`src/rtl/hilo_div_sequencer.sv`:
```
// hilo_div_sequencer
//   Front end of the multi-cycle 32-bit divider. It owns the HI/LO registers,
//   decodes DIV/DIVU/MFHI/MFLO/MTHI/MTLO from EX, hands operand magnitudes to an
//   unsigned divider core, applies the sign fix-up on the result, and stalls the
//   pipeline while a division is outstanding.
//
// Ports
//   clk       rising-edge clock
//   reset     synchronous, active-low reset
//   op_valid  op_funct/op_a/op_b valid this cycle
//   op_funct  DIV=26 DIVU=27 MFHI=16 MTHI=17 MFLO=18 MTLO=19 (others ignored)
//   op_a      dividend / MTHI-MTLO source
//   op_b      divisor
//   stall     recognised op presented while not IDLE (combinational)
//   busy      sequencer not IDLE
//   dv_start  one-cycle launch pulse to the core
//   dv_a      dividend magnitude to core, held through the operation
//   dv_b      divisor magnitude to core, held through the operation
//   dv_done   core result valid pulse
//   dv_quot   unsigned quotient from core
//   dv_rem    unsigned remainder from core
//   hi, lo    HI/LO architectural registers
//   mf_data   MFHI/MFLO read data (combinational)
//   mf_valid  mf_data valid this cycle
//   err       one-cycle pulse when a division is aborted on timeout
module hilo_div_sequencer #(
    parameter int TIMEOUT = 64
) (
    input  logic        clk,
    input  logic        reset,
    input  logic        op_valid,
    input  logic [5:0]  op_funct,
    input  logic [31:0] op_a,
    input  logic [31:0] op_b,
    output logic        stall,
    output logic        busy,
    output logic        dv_start,
    output logic [31:0] dv_a,
    output logic [31:0] dv_b,
    input  logic        dv_done,
    input  logic [31:0] dv_quot,
    input  logic [31:0] dv_rem,
    output logic [31:0] hi,
    output logic [31:0] lo,
    output logic [31:0] mf_data,
    output logic        mf_valid,
    output logic        err
);

    localparam logic [5:0] F_MFHI = 6'd16;
    localparam logic [5:0] F_MTHI = 6'd17;
    localparam logic [5:0] F_MFLO = 6'd18;
    localparam logic [5:0] F_MTLO = 6'd19;
    localparam logic [5:0] F_DIV  = 6'd26;
    localparam logic [5:0] F_DIVU = 6'd27;

    localparam logic [1:0] S_IDLE  = 2'd0;
    localparam logic [1:0] S_ISSUE = 2'd1;
    localparam logic [1:0] S_WAIT  = 2'd2;

    localparam int CW = (TIMEOUT > 1) ? $clog2(TIMEOUT) : 1;
    localparam logic [CW-1:0] CNT_ZERO = CW'(0);
    localparam logic [CW-1:0] CNT_INC  = CW'(1);
    localparam logic [CW-1:0] CNT_LAST = CW'(TIMEOUT - 1);

    // Two's complement negate, wrapping (so -0x80000000 stays 0x80000000).
    function automatic logic [31:0] neg32(input logic [31:0] v);
        return ~v + 32'd1;
    endfunction

    // Magnitude of a signed 32-bit value as an unsigned number.
    function automatic logic [31:0] mag32(input logic [31:0] v);
        logic [31:0] m;
        if (v[31]) begin
            m = neg32(v);
        end else begin
            m = v;
        end
        return m;
    endfunction

    logic [1:0]    state_r;
    logic [CW-1:0] counter_r;
    logic [31:0]   hi_r;
    logic [31:0]   lo_r;
    logic [31:0]   dv_a_r;
    logic [31:0]   dv_b_r;
    logic          dv_start_r;
    logic          err_r;
    logic          neg_q_r;
    logic          neg_r_r;
    logic          recog_s;
    logic          idle_s;
    logic          accept_s;

    // Decode which funct codes this block owns.
    always_comb begin
        recog_s = 1'b0;
        case (op_funct)
            F_MFHI, F_MTHI, F_MFLO, F_MTLO, F_DIV, F_DIVU: recog_s = op_valid;
            default: recog_s = 1'b0;
        endcase
    end

    assign idle_s   = (state_r == S_IDLE);
    assign accept_s = recog_s && idle_s;
    assign stall    = recog_s && !idle_s;
    assign busy     = !idle_s;
    assign dv_start = dv_start_r;
    assign dv_a     = dv_a_r;
    assign dv_b     = dv_b_r;
    assign hi       = hi_r;
    assign lo       = lo_r;
    assign err      = err_r;

    // Move-from read port; only answers when the op is actually accepted.
    always_comb begin
        mf_data  = 32'd0;
        mf_valid = 1'b0;
        if (accept_s && (op_funct == F_MFHI)) begin
            mf_data  = hi_r;
            mf_valid = 1'b1;
        end else if (accept_s && (op_funct == F_MFLO)) begin
            mf_data  = lo_r;
            mf_valid = 1'b1;
        end else begin
            mf_data  = 32'd0;
            mf_valid = 1'b0;
        end
    end

    // Sequencer FSM, HI/LO update and divider handshake.
    always_ff @(posedge clk) begin
        if (!reset) begin
            state_r    <= S_IDLE;
            counter_r  <= CNT_ZERO;
            hi_r       <= 32'd0;
            lo_r       <= 32'd0;
            dv_a_r     <= 32'd0;
            dv_b_r     <= 32'd0;
            dv_start_r <= 1'b0;
            err_r      <= 1'b0;
            neg_q_r    <= 1'b0;
            neg_r_r    <= 1'b0;
        end else begin
            dv_start_r <= 1'b0;
            err_r      <= 1'b0;
            case (state_r)
                S_IDLE: begin
                    if (accept_s) begin
                        case (op_funct)
                            F_MTHI: hi_r <= op_a;
                            F_MTLO: lo_r <= op_a;
                            F_DIV, F_DIVU: begin
                                if (op_b == 32'd0) begin
                                    // Divide by zero never reaches the core.
                                    hi_r <= op_a;
                                    lo_r <= 32'hFFFF_FFFF;
                                end else begin
                                    if (op_funct == F_DIV) begin
                                        dv_a_r  <= mag32(op_a);
                                        dv_b_r  <= mag32(op_b);
                                        neg_q_r <= op_a[31] ^ op_b[31];
                                        neg_r_r <= op_a[31];
                                    end else begin
                                        dv_a_r  <= op_a;
                                        dv_b_r  <= op_b;
                                        neg_q_r <= 1'b0;
                                        neg_r_r <= 1'b0;
                                    end
                                    // Registered so the pulse coincides with ISSUE.
                                    dv_start_r <= 1'b1;
                                    state_r    <= S_ISSUE;
                                end
                            end
                            default: begin
                                // MFHI/MFLO are served combinationally.
                            end
                        endcase
                    end
                end
                S_ISSUE: begin
                    counter_r <= CNT_ZERO;
                    state_r   <= S_WAIT;
                end
                S_WAIT: begin
                    // A done arriving on the last allowed cycle still wins.
                    if (dv_done) begin
                        hi_r    <= neg_r_r ? neg32(dv_rem) : dv_rem;
                        lo_r    <= neg_q_r ? neg32(dv_quot) : dv_quot;
                        state_r <= S_IDLE;
                    end else if (counter_r == CNT_LAST) begin
                        err_r   <= 1'b1;
                        state_r <= S_IDLE;
                    end else begin
                        counter_r <= counter_r + CNT_INC;
                    end
                end
                default: state_r <= S_IDLE;
            endcase
        end
    end

endmodule

```
`config.mk`:
```
export PLATFORM = sky130hd
export DESIGN_NAME = hilo_div_sequencer
export DESIGN_NICKNAME = d
export VERILOG_FILES = /design/src/rtl/hilo_div_sequencer.sv
export SDC_FILE = /design/constraint.sdc
export NUM_CORES = 1
export LEC_CHECK = 0
export ABC_CLOCK_PERIOD_IN_PS = 2700
export BUFFER_PORTS_ARGS = -buffer_cell sky130_fd_sc_hd__buf_2
export CAP_MARGIN = 20
export CORE_UTILIZATION = 40
export CTS_BUF_LIST = sky130_fd_sc_hd__clkbuf_8 sky130_fd_sc_hd__clkbuf_16
export CTS_CLUSTER_DIAMETER = 150
export DETAILED_ROUTE_END_ITERATION = 8
export PLACE_DENSITY = 0.75
export SYNTH_ARGS = -nofsm -noshare
export SYNTH_HDL_FRONTEND = slang
export SYNTH_SLANG_ARGS = --single-unit
```
`constraint.sdc`:
```
create_clock -name clk -period 2.7 [get_ports clk]
set_clock_uncertainty 0.15 [all_clocks]
set_input_delay 0.27 -clock clk [delete_from_list [all_inputs] [get_ports clk]]
set_output_delay 0.27 -clock clk [all_outputs]
set_load 0.03 [all_outputs]
```
# --- After elaboration in Yosys (flattened, before gate mapping) ---
# Index checks and enable logic that the tools add are counted.
word_totals:
  ff_bits: 140
  in_bits: 138
  output_inout_bits: 165
  wordCells: 94
classes:
  addsub: 5
  eq_ne: 19
  mux: 34
  bitwise_logic: 8
  reduce_logical: 18
op_table:
  columns: ["op", "n"]
  rows:
  - ["two-way mux 32 bit", 14]
  - ["case mux 32 bit (2 select lines)", 4]
  - ["adder 32 x 1 -> 32 bit (second input constant)", 4]
  - ["inverter 32 bit", 4]
  - ["== test 6 x 5 -> 1 bit (second input constant)", 6]
  - ["logical NOT 32 bit", 1]
  - ["two-way mux 6 bit", 2]
  - ["case mux 6 bit (2 select lines)", 1]
  - ["AND reduction 4 bit", 3]
  - ["two-way mux 2 bit", 5]
  - ["AND reduction 5 bit", 2]
  - ["inequality test 2 bit (second input constant)", 4]
  - ["two-way mux 1 bit", 7]
  - ["adder 6 x 1 -> 6 bit (second input constant)", 1]
  - ["== test 6 bit (second input constant)", 1]
  - ["inequality test 3 x 1 -> 1 bit (second input constant)", 2]
  - ["inequality test 3 bit (second input constant)", 2]
  - ["case mux 2 bit (3 select lines)", 1]
  - ["OR reduction 6 bit", 1]
  - ["logical AND 1 bit", 4]
  - ["inequality test 2 x 1 -> 1 bit (second input constant)", 2]
  - ["nonzero test 2 bit", 2]
  - ["inverter 1 bit", 3]
  - ["AND reduction 3 bit", 1]
  - ["7 further kinds", 7]

# --- Depth between registers and ports, before layout ---
# Gate-level depths: netlist of run 1.
depth:
  ltp_word: 7
  mapped_depth: 10
  depth_no_buf: 8

# --- Least setup slack after synthesis of run 1 ---
# OpenSTA, ideal clock, no wires.
synth_timing:
  path_kind: "in2reg"
  startpoint: "in dv_quot[1]"
  endpoint: "reg lo_r[30], in the netlist lo[30]"
  setup_time_ns: 0.126
  t_arrival_ns: 2.440
  t_required_ns: 2.424
  path_slack_ns: -0.015
  stages: 10
  path_buffers: 2
  cell_sequence: "inv_1 -> ha_1 -> or3b_2 -> clkbuf_1 -> or4_1 -> clkbuf_1 -> nor4_1 -> mux2_2 -> o21ai_0 -> o21ai_0"
synth_via:
  elab_chain_cells: 5
synth_lines:
  columns: ["item", "line_no", "text"]
  rows:
  - ["start: declaration", "41", "input logic [31:0] dv_quot,"]
  - ["inverter 32 bit", "68", "return ~v + 32'd1;"]
  - ["adder 32 x 1 -> 32 bit", "68", null]
  - ["two-way mux 32 bit", "190", "lo_r <= neg_q_r ? neg32(dv_quot) : dv_quot;"]
  - ["two-way mux 32 bit", "188", "if (dv_done) begin"]
  - ["case mux 32 bit (2 select lines)", "148", "case (state_r)"]
  - ["end signal: assignment", "153", "F_MTLO: lo_r <= op_a;"]
  - ["end signal: assignment", "190", null]
  - ["end: declaration", "85", "logic [31:0] lo_r;"]
# Every way passes these cells. The select of a mux whose other input is x is not followed.
# A chain may end at the register's enable or synchronous reset.

# --- Worst setup path in the final report of run 1 ---
layout_timing:
  startpoint: "reg state_r[0]"
  endpoint: "out mf_data[11]"
layout_via:
  elab_chain_cells: 5
  word_cells_on_any_way: 6
  classes_between: "2 x mux; 4 x reduce/logical"
layout_lines:
  columns: ["item", "line_no", "text"]
  rows:
  - ["start: declaration", "82", "logic [1:0] state_r;"]
  - ["start signal: assignment", "135", "state_r <= S_IDLE;"]
  - ["start signal: assignment", "173", "state_r <= S_ISSUE;"]
  - ["start signal: assignment", "184", "state_r <= S_WAIT;"]
  - ["logical NOT 2 bit (*)", "105", "assign idle_s = (state_r == S_IDLE);"]
  - ["logical AND 1 bit (*)", "106", "assign accept_s = recog_s && idle_s;"]
  - ["logical AND 1 bit", "123", "end else if (accept_s && (op_funct == F_MFLO)) begin"]
  - ["two-way mux 32 bit", "123", null]
  - ["two-way mux 32 bit (*)", "120", "if (accept_s && (op_funct == F_MFHI)) begin"]
  - ["end: declaration", "45", "output logic [31:0] mf_data,"]
# Every way passes the cells marked *; elsewhere a longest branch is shown, timed or not.

==> flow_summary.json, run 1 <==
{
  "tritoncts": "done",
  "die-width_um": 155,
  "remaining_drc_errors": 0,
  "postSynth.asyncResetShare": 0,
  "floorplan.die_area_sq_mm": 0.0241,
  "fin_crit_sh": 0.969,
  "post-synth-top-area-cell": "sky130_fd_sc_hd__dfxtp_1",
  "antenna_nets_post_route": 0,
  "height_of_the_chip_um": 155,
  "sequential_cell_fraction_of_total_power": 0.414,
  "dpl.cell_count": 1831,
  "synth_edf_count": 0,
  "design.final.nets": 1681,
  "critical_path.max_fanout": 33,
  "synth.yosys.seq_area_share": 0.299,
  "rsz0062_at_grt": "false",
  "power-per-cell-area_mw_per_mm2": 401,
  "cp.required_ns": 2.28,
  "vias": 11000,
  "timing.rr.start": "state_r[0]",
  "avgRoutedWirePerCell_um": 19.5,
  "synthesis_stage_register_bit_count": 140,
  "final_std_cell_area_no_fill_sq_mm": 0.0125,
  "drt_pre_antenna_iters": 5,
  "stdcell_count": 1873,
  "clkSinkCount": 140,
  "iter_0_drt_violations": 1060,
  "maxSlewViolCount": 0,
  "reg2reg_slack_ns": 0.22,
  "run_status": "complete, no violations",
  "critPathCaptureType": "output port",
  "num_io_pins": 303,
  "switching_power_w": 0.00145,
  "critical_path_class": "flop to output port",
  "max_freq_mhz": 382,
  "setup_ws_ns": 0.0826,
  "hold_class": "primary input to flop",
  "pwr-share-comb": 0.126,
  "syn2layout_area_growth_pct": 32.8,
  "post_dp_cell_area_sq_mm": 0.0118,
  "post_cts.repair.setup_buffers": 0,
  "placeableCoreArea_sq_mm": 0.0228,
  "synth_nets": 1348,
  "insertion_delay_ns": 0.42,
  "cp-endpoint": "mf_data[11]",
  "ys_types": 76,
  "synth_top_cells_by_count": "sky130_fd_sc_hd__nor2_1 (143), sky130_fd_sc_hd__dfxtp_1 (140), sky130_fd_sc_hd__o21ai_0 (97), sky130_fd_sc_hd__a21oi_1 (84), sky130_fd_sc_hd__nand2_1 (81)",
  "dpl.hpwl_um": 28300,
  "maxCapViolCount": 0,
  "post_route_cells_drive_above_1_share": 0.309,
  "clkPwrFrac": 0.460,
  "grt_pass1_wl_um": 55900,
  "place_worst_setup_slack_ns": -0.199,
  "port_buffers": 302,
  "p_leak_nw": 5.03,
  "gpl.final_weighted_congestion": 0.982,
  "max_slew_margin": 0.398,
  "p_int_w": 0.00354,
  "global_route.usage.total": 0.298,
  "cts_max_path_buffers": 2,
  "cts.clk_slew.worst_paths_ns": 0.07,
  "cts_made_buffers": 17,
  "p_sw_frac": 0.290,
  "antenna_found_initial": 10,
  "critical_path.reg2reg.endpoint": "lo[2]",
  "cts_htree_levels": 4,
  "ys_dominant_reg_cell": "sky130_fd_sc_hd__dfxtp_1",
  "worst_ep_arrival_time_ns": 2.20,
  "worst-slew-pin-transition_ns": 0.903,
  "initial_core_util": 0.410,
  "netlist_area_sq_mm": 0.00938,
  "setup.worst_path.start": "state_r[0]",
  "crit_path_start_kind": "flop",
  "setup-violations-final": 0,
  "clock_tree.root_cell": "sky130_fd_sc_hd__clkbuf_16",
  "reg2regPathDepth": 9,
  "drt-total-wl_um": 36500,
  "drt-vias-per-instance": 5.88,
  "synth_area_per_cell_sq_um": 7.78,
  "timing_hold_violations_final": 0,
  "post_synth_main_area_contributors": "sky130_fd_sc_hd__dfxtp_1 (30%), sky130_fd_sc_hd__mux2i_1 (6.1%), sky130_fd_sc_hd__nor2_1 (5.7%)",
  "synth_largest_type_area_fraction": 0.299,
  "first_global_vias": 10100,
  "grt_max_degree": 69,
  "setup_total_negative_slack_ns": 0,
  "floorplan.rows": 55,
  "worst_ir_drop_vdd_uv": 391,
  "grt.overflow.total": 0,
  "ys_warn_count": 0,
  "final_min_period_ns": 2.62,
  "syn_inst": 1205,
  "synthMostInstantiatedCell": "sky130_fd_sc_hd__nor2_1"
}
[routing by layer]
| layer | vias up | global-route usage | routed length (um) |
|---|---|---|---|
| li1 | 5177 | - | - |
| met1 | 5150 | 0.394 | 15200 |
| met2 | 598 | 0.481 | 16600 |
| met3 | 80 | 0.0535 | 3560 |
| met4 | 2 | 0.116 | 1150 |
| met5 | - | 0 | 8 |
[worst min-delay path by stage]
stage	from	to	slack (ns)	cells after the start
floorplan	op_a[31]	dv_a[31]	0.26	2
global route	op_b[13]	dv_b[13]	0.03	3
finish	op_b[16]	dv_b[16]	0.03	3
detailed placement	dv_b[31]	dv_b[31]	0.31	2
CTS	op_a[31]	dv_a[31]	0.007	3
global placement	dv_b[31]	dv_b[31]	0.29	2
[timing repair]
action | CTS | global route
resized for setup | 2 | 2
hold buffers | 1 | 0
endpoints found under the setup margin | 33 | 31
cloned | 0 | 0
hold endpoints to repair | 1 | 0
[placed cells by master (no fill, tap or decap), types with 6 or more instances in the layout]
cell	netlist	final
sky130_fd_sc_hd__o31ai_1	28	28
sky130_fd_sc_hd__mux2i_1	57	57
sky130_fd_sc_hd__nor4_1	21	20
sky130_fd_sc_hd__nor3_1	26	26
sky130_fd_sc_hd__a21oi_1	84	84
sky130_fd_sc_hd__or3_1	17	17
sky130_fd_sc_hd__buf_12	0	9
sky130_fd_sc_hd__nand3_1	18	18
sky130_fd_sc_hd__xnor2_1	55	55
sky130_fd_sc_hd__and2_1	7	7
sky130_fd_sc_hd__inv_1	20	19
sky130_fd_sc_hd__dfxtp_1	140	140
sky130_fd_sc_hd__clkbuf_16	0	17
sky130_fd_sc_hd__nor2_1	143	142
sky130_fd_sc_hd__a31oi_1	9	9
sky130_fd_sc_hd__or2_2	7	7
sky130_fd_sc_hd__nand2b_1	10	9
sky130_fd_sc_hd__o41ai_1	19	19
sky130_fd_sc_hd__nand4_1	16	16
sky130_fd_sc_hd__o2111ai_1	11	11
sky130_fd_sc_hd__xor2_1	50	50
sky130_fd_sc_hd__diode_2	0	9
sky130_fd_sc_hd__o221ai_1	12	12
sky130_fd_sc_hd__o21ai_0	97	96
sky130_fd_sc_hd__buf_4	3	97
sky130_fd_sc_hd__a211oi_1	41	41
sky130_fd_sc_hd__buf_2	5	302
sky130_fd_sc_hd__nand2_1	81	81
sky130_fd_sc_hd__o211ai_1	16	16
sky130_fd_sc_hd__o22ai_1	6	6
sky130_fd_sc_hd__or4_1	20	20
sky130_fd_sc_hd__a21o_1	6	6
[power by group through the flow]
stage / Combinational, W / Sequential, W / Clock (W)
after detailed placement: 0.000609 / 0.00212 / 0
final: 0.000628 / 0.00207 / 0.00230
after global routing: 0.000672 / 0.00207 / 0.00242
after CTS: 0.000614 / 0.00207 / 0.00232
after global placement: 0.000600 / 0.00212 / 0
after floorplan: 0.000253 / 0.00212 / 0
[state kept, by name, summed over array words and instances, names as in the netlist]
register and cells:
hi 32, neg_r_r 1, counter_r 6, err 1, neg_q_r 1, dv_a 32, dv_start 1, dv_b 32
state_r 2, lo 32
[critical path, cell delays in order (launching register included)]
cell and delay [ns]:
sky130_fd_sc_hd__dfxtp_1 0.36, sky130_fd_sc_hd__nor2_4 0.15, sky130_fd_sc_hd__inv_2 0.11, sky130_fd_sc_hd__or4_1 0.49, sky130_fd_sc_hd__buf_6 0.21, sky130_fd_sc_hd__nor2_1 0.19
sky130_fd_sc_hd__buf_2 0.23
[area by class of cell]
cell class | instances | area [sq um]
timing repair buffer | 410 | 2440
clock buffer | 17 | 425
clock inverter | 15 | 148
sequential | 140 | 2800
antenna | 9 | 22.5
inverter | 22 | 82.6
multi-input combinational | 947 | 6140
tap | 313 | 392
fill | 2197 | 10400
[per-stage QoR]
stage                      util  power [W]  hold slack [ns]
after floorplan               -    0.00237            0.259
after global placement    0.518    0.00272            0.294
after detailed placement  0.518    0.00272            0.308
after CTS                 0.544    0.00500          0.00682
after global routing      0.545    0.00516           0.0339
final                     0.545    0.00499           0.0277
[cell families (layout without fill, tap and decap cells)]
logic type | Yosys count | in the layout | share of synthesized area
fa+ha+maj | 5 | 5 | 0.00667
mux | 62 | 62 | 0.0668
xor+xnor | 105 | 105 | 0.0981
flops | 140 | 140 | 0.299
other cells | 0 | 9 | 0
simple gates | 396 | 396 | 0.210
compound gates | 379 | 379 | 0.268
buf+inv | 118 | 464 | 0.0507
(Power assumes the default switching activity.)
==> run 2, diff against run 1 <==
Settings changed: ABC_CLOCK_PERIOD_IN_PS 2700 to 2650, PLACE_DENSITY 0.75 to 0.72, SLEW_MARGIN from default to 5.
Clock period 2.7 ns to 2.65 ns, I/O delays scaled along.
==> flow_summary.json, run 2 (synthesized netlist as in run 1, its figures left out) <==
{
  "avgRoutedWirePerCell_um": 19.8,
  "cpLargestDelayFamily": "simple AND/OR/NAND/NOR gates",
  "height_of_the_chip_um": 155,
  "remaining_drc_errors": 0,
  "tritoncts": "done",
  "drt-vias-per-instance": 5.87,
  "design.final.nets": 1697,
  "maxSlewViolCount": 0,
  "clkSinkCount": 140,
  "port_buffers": 302,
  "post_cts.repair.setup_buffers": 0,
  "finalPower_w": 0.00535,
  "iter_0_drt_violations": 1265,
  "final_min_period_ns": 2.57,
  "crit_path_start_kind": "flop",
  "critical_path.max_fanout": 18,
  "power-per-cell-area_mw_per_mm2": 423,
  "grtUsageMet2": 0.478,
  "worstPathCellList": "nor2_1 > inv_1 > or4_4 > buf_6 > nor2_1 > buf_4",
  "p_leak_nw": 5.13,
  "max_freq_mhz": 389,
  "timing_hold_violations_final": 0,
  "drt-total-wl_um": 37200,
  "cts_htree_levels": 4,
  "floorplan.rows": 55,
  "critical_path_class": "flop to output port",
  "worst_ep_arrival_time_ns": 2.16,
  "critical_path.max_stage_delay_ns": 0.53,
  "global_route.usage.total": 0.301,
  "place_worst_setup_slack_ns": -0.236,
  "cts.clk_slew.worst_paths_ns": 0.06,
  "rsz0062_at_grt": "false",
  "grt.overflow.total": 0,
  "vias": 11000,
  "fin_crit_sh": 0.971,
  "most_frequent_cp_cell": "sky130_fd_sc_hd__nor2_1",
  "mostFrequentLayoutCell": "sky130_fd_sc_hd__buf_2",
  "critPathCaptureType": "output port",
  "cp.required_ns": 2.24,
  "initial_core_util": 0.410,
  "setup-violations-final": 0,
  "run_status": "complete, no violations",
  "path_buf_inv": 3,
  "insertion_delay_ns": 0.42,
  "most-common-layout-cells": "sky130_fd_sc_hd__buf_2 (301), sky130_fd_sc_hd__nor2_1 (143), sky130_fd_sc_hd__dfxtp_1 (138), sky130_fd_sc_hd__buf_4 (114), sky130_fd_sc_hd__o21ai_0 (94)",
  "gpl.final_weighted_congestion": 0.966,
  "drt_pre_antenna_iters": 5,
  "post_route_cells_drive_above_1_share": 0.320,
  "first_global_vias": 9920,
  "grt_max_degree": 68,
  "clock_tree.root_cell": "sky130_fd_sc_hd__clkbuf_16",
  "grt.met3_usage": 0.0624,
  "critical_path.slowest_cell": "sky130_fd_sc_hd__or4_4",
  "grt_pass1_wl_um": 56000,
  "cts_made_buffers": 17,
  "dpl.hpwl_um": 28800,
  "gr-usage-met1": 0.402,
  "worst_ir_drop_vdd_uv": 407,
  "hold_class": "primary input to flop",
  "grt.busiest_layer": "met2",
  "syn2layout_area_growth_pct": 35.0,
  "placeableCoreArea_sq_mm": 0.0228,
  "antenna_nets_post_route": 0,
  "die-width_um": 155,
  "num_io_pins": 303,
  "antenna_found_initial": 3,
  "floorplan.die_area_sq_mm": 0.0241,
  "cts_max_path_buffers": 2,
  "worst-slew-pin-transition_ns": 0.967,
  "setup_ws_ns": 0.0777,
  "maxCapViolCount": 0,
  "max_slew_margin": 0.356,
  "finalCoreUtilization": 0.554
}
==> run 2: worst paths after layout <==
kind / start / cells past startpoint / slack, ns / end
setup / recovery: state_r[1] / 6 / 0.08 / mf_data[11]
hold / removal: op_b[22] / 3 / 0.02 / dv_b[22]
setup reg to reg: state_r[1] / 6 / 0.33 / hi[22]
hold reg to reg: lo[6] / 2 / 0.32 / lo[6]
==> run 2: area by class of cell <==
cell class / instances / area (sq um)
clock inverter: 13 / 179
timing repair buffer: 426 / 2560
tap: 313 / 392
sequential: 140 / 2810
clock buffer: 19 / 453
antenna: 2 / 5.00
inverter: 22 / 92.6
fill: 2177 / 10200
multi-input combinational: 947 / 6170
==> run 2: per-stage QoR <==
step	TNS [ns]	area, sq um	hold slack, ns	std cells
6_report	0	12700	0.0186	1882
5_1_grt	0	12700	0.0291	1881
4_1_cts	0	12700	0.00425	1880
3_5_place_dp	-7.18	12000	0.312	1848
3_3_place_gp	-5.97	12000	0.294	1848
2_1_floorplan	0	9440	0.254	1205
==> run 2: worst reg2reg max path: cells and delay by family (launching register included) <==
kind / cells / cell delay (ns)
DFF: 1 / 0.39
and+or+nand+nor: 2 / 0.31
AOI/OAI and AO/OA: 2 / 0.99
buffers and inverters: 2 / 0.37
==> run 2: power by group <==
group          switching (W)  internal (W)
combinational       0.000400      0.000258
clock                0.00103       0.00156
sequential        0.00000212       0.00211
total                0.00143       0.00392
==> run 2: what timing repair did <==
action / 4_1_cts / 5_1_grt
hold buffers: 0 / 0
setup endpoints to repair: 32 / 20
gates resized for setup: 5 / 1
==> run 2: routing by layer <==
layer  vias up  wire, um
met1      5156     15700
li1       5185         -
met2       623     16900
met3        74      3680
met5         -        11
met4         2       985
==> run 3, diff against run 2 <==
Settings changed: RECOVER_POWER from default to 50.
==> flow_summary.json, run 3 (synthesized netlist as in run 1, its figures left out) <==
{
  "run_status": "complete, no violations",
  "final_min_period_ns": 2.58,
  "post_cts.repair.setup_buffers": 0,
  "iter_0_drt_violations": 1175,
  "global_route.usage.total": 0.301,
  "place_worst_setup_slack_ns": -0.236,
  "rsz0062_at_grt": "false",
  "cp.required_ns": 2.24,
  "cts.clk_slew.worst_paths_ns": 0.06,
  "cp.depth": 6,
  "initial_core_util": 0.410,
  "insertion_delay_ns": 0.42,
  "worstPathCellList": "nor2_1 > inv_1 > or4_4 > buf_6 > nor2_1 > buf_4",
  "max_slew_margin": 0.344,
  "dpl.hpwl_um": 28800,
  "critical_path.slowest_cell": "sky130_fd_sc_hd__or4_4",
  "maxSlewViolCount": 0,
  "hold_class": "primary input to flop",
  "finalPower_w": 0.00536,
  "drt_pre_antenna_iters": 6,
  "grt_max_degree": 68,
  "setup_total_negative_slack_ns": 0,
  "sequential_cell_fraction_of_total_power": 0.393,
  "setup_ws_ns": 0.0679,
  "cts_htree_levels": 4,
  "maxCapViolCount": 0,
  "placeableCoreArea_sq_mm": 0.0228,
  "setup-violations-final": 0,
  "port_buffers": 302,
  "floorplan.rows": 55,
  "floorplan.die_area_sq_mm": 0.0241,
  "antenna_nets_post_route": 0,
  "cp-endpoint": "mf_data[11]",
  "switching_power_w": 0.00144,
  "worst_ep_arrival_time_ns": 2.17,
  "reg2reg_slack_ns": 0.26,
  "max_freq_mhz": 387,
  "clkPwrFrac": 0.484,
  "finalCoreUtilization": 0.545,
  "grt_pass1_wl_um": 56000,
  "p_sw_frac": 0.268,
  "ctsHoldBuffers": 0,
  "most-common-layout-cells": "sky130_fd_sc_hd__buf_2 (169), sky130_fd_sc_hd__nor2_1 (143), sky130_fd_sc_hd__dfxtp_1 (138), sky130_fd_sc_hd__clkbuf_1 (132), sky130_fd_sc_hd__buf_4 (114)",
  "mostFrequentLayoutCell": "sky130_fd_sc_hd__buf_2",
  "cts_made_buffers": 17,
  "fillCellCount": 2242,
  "critical_path.reg2reg.endpoint": "dv_a[9]",
  "reg2regPathDepth": 7,
  "critical_path.max_fanout": 18,
  "cts_max_path_buffers": 2,
  "vias": 11100,
  "timing_hold_violations_final": 0,
  "final_std_cell_area_no_fill_sq_mm": 0.0125,
  "timing.rr.start": "state_r[1]",
  "most_frequent_cp_cell": "sky130_fd_sc_hd__nor2_1",
  "crit_path_start_kind": "flop",
  "critPathCaptureType": "output port",
  "clkSinkCount": 140,
  "gpl.final_weighted_congestion": 0.966,
  "worst_ir_drop_vdd_uv": 407,
  "antenna_found_initial": 3,
  "first_global_vias": 9920,
  "drt-total-wl_um": 37400,
  "worst-slew-pin-transition_ns": 0.983,
  "num_io_pins": 303,
  "post_route_cells_drive_above_1_share": 0.235,
  "critical_path_class": "flop to output port",
  "fin_crit_sh": 0.974,
  "remaining_drc_errors": 0,
  "path_buf_inv": 3,
  "avgRoutedWirePerCell_um": 19.9,
  "post_dp_cell_area_sq_mm": 0.0120,
  "drt-vias-per-instance": 5.88,
  "pwr-share-comb": 0.123,
  "cpLargestDelayFamily": "simple AND/OR/NAND/NOR gates",
  "power-per-cell-area_mw_per_mm2": 430,
  "syn2layout_area_growth_pct": 32.8,
  "design.final.nets": 1697,
  "die-width_um": 155,
  "setup.worst_path.start": "state_r[1]",
  "height_of_the_chip_um": 155,
  "critical_path.max_stage_delay_ns": 0.53,
  "tritoncts": "done",
  "grt.overflow.total": 0,
  "p_int_w": 0.00392,
  "p_leak_nw": 4.54,
  "clock_tree.root_cell": "sky130_fd_sc_hd__clkbuf_16"
}
run 3: changes by cell type in the layout (fill, tap and decap cells not counted), sizes merged:
| cell | previous run | this run |
|---|---|---|
| buf | 426 | 292 |
| clkbuf | 19 | 153 |
run 3: metal layers:
layer / up-vias / routed length [um] / part of all wire / global-route usage
met5: - / 11 / 0.00029 / 0
met2: 625 / 16800 / 0.45 / 0.478
met1: 5172 / 15600 / 0.42 / 0.402
met4: 2 / 1060 / 0.028 / 0.103
li1: 5179 / - / - / -
met3: 80 / 4030 / 0.11 / 0.0624
run 3: timing repair:
item,4_1_cts,5_1_grt
setup endpoints to repair,32,20
pin swaps,0,0
gates resized for setup,5,1
run 3: layout make-up:
cell class | instances | area (sq um) | area share
sequential | 140 | 2810 | 0.225
tap | 313 | 392 | 0.0314
antenna | 2 | 5.00 | 0.000402
clock buffer | 19 | 453 | 0.0364
multi-input combinational | 947 | 6150 | 0.494
timing repair buffer | 426 | 2370 | 0.190
clock inverter | 13 | 179 | 0.0144
inverter | 22 | 92.6 | 0.00743
run 3: how the worst min path moves through the flow:
stage               startpoint  endpoint  slack, ns  cells after the start
floorplan             op_a[31]  dv_a[31]       0.25                      2
global placement      dv_b[31]  dv_b[31]       0.29                      2
detailed placement       lo[4]     lo[4]       0.31                      2
CTS                    op_b[0]   dv_b[0]      0.004                      3
global route          op_b[22]  dv_b[22]       0.03                      3
finish                op_b[22]  dv_b[22]       0.02                      3
run 3: through the flow:
stage	hold slack [ns]	cells
after floorplan	0.254	1205
after global placement	0.294	1848
after detailed placement	0.312	1848
after CTS	0.00425	1880
after global routing	0.0291	1881
final	0.0154	1882
run 3: tightest hold or removal path: stages:
cell and delay, ns:
sky130_fd_sc_hd__buf_2 0.10, sky130_fd_sc_hd__xnor2_1 0.11, sky130_fd_sc_hd__a211oi_1 0.06
run 3: power groups by stage:
stage	sequential [W]	clock, W	combinational (W)
floorplan	0.00216	0	0.000261
global placement	0.00216	0	0.000632
detailed placement	0.00216	0	0.000637
CTS	0.00211	0.00261	0.000641
global route	0.00211	0.00269	0.000698
finish	0.00211	0.00259	0.000657
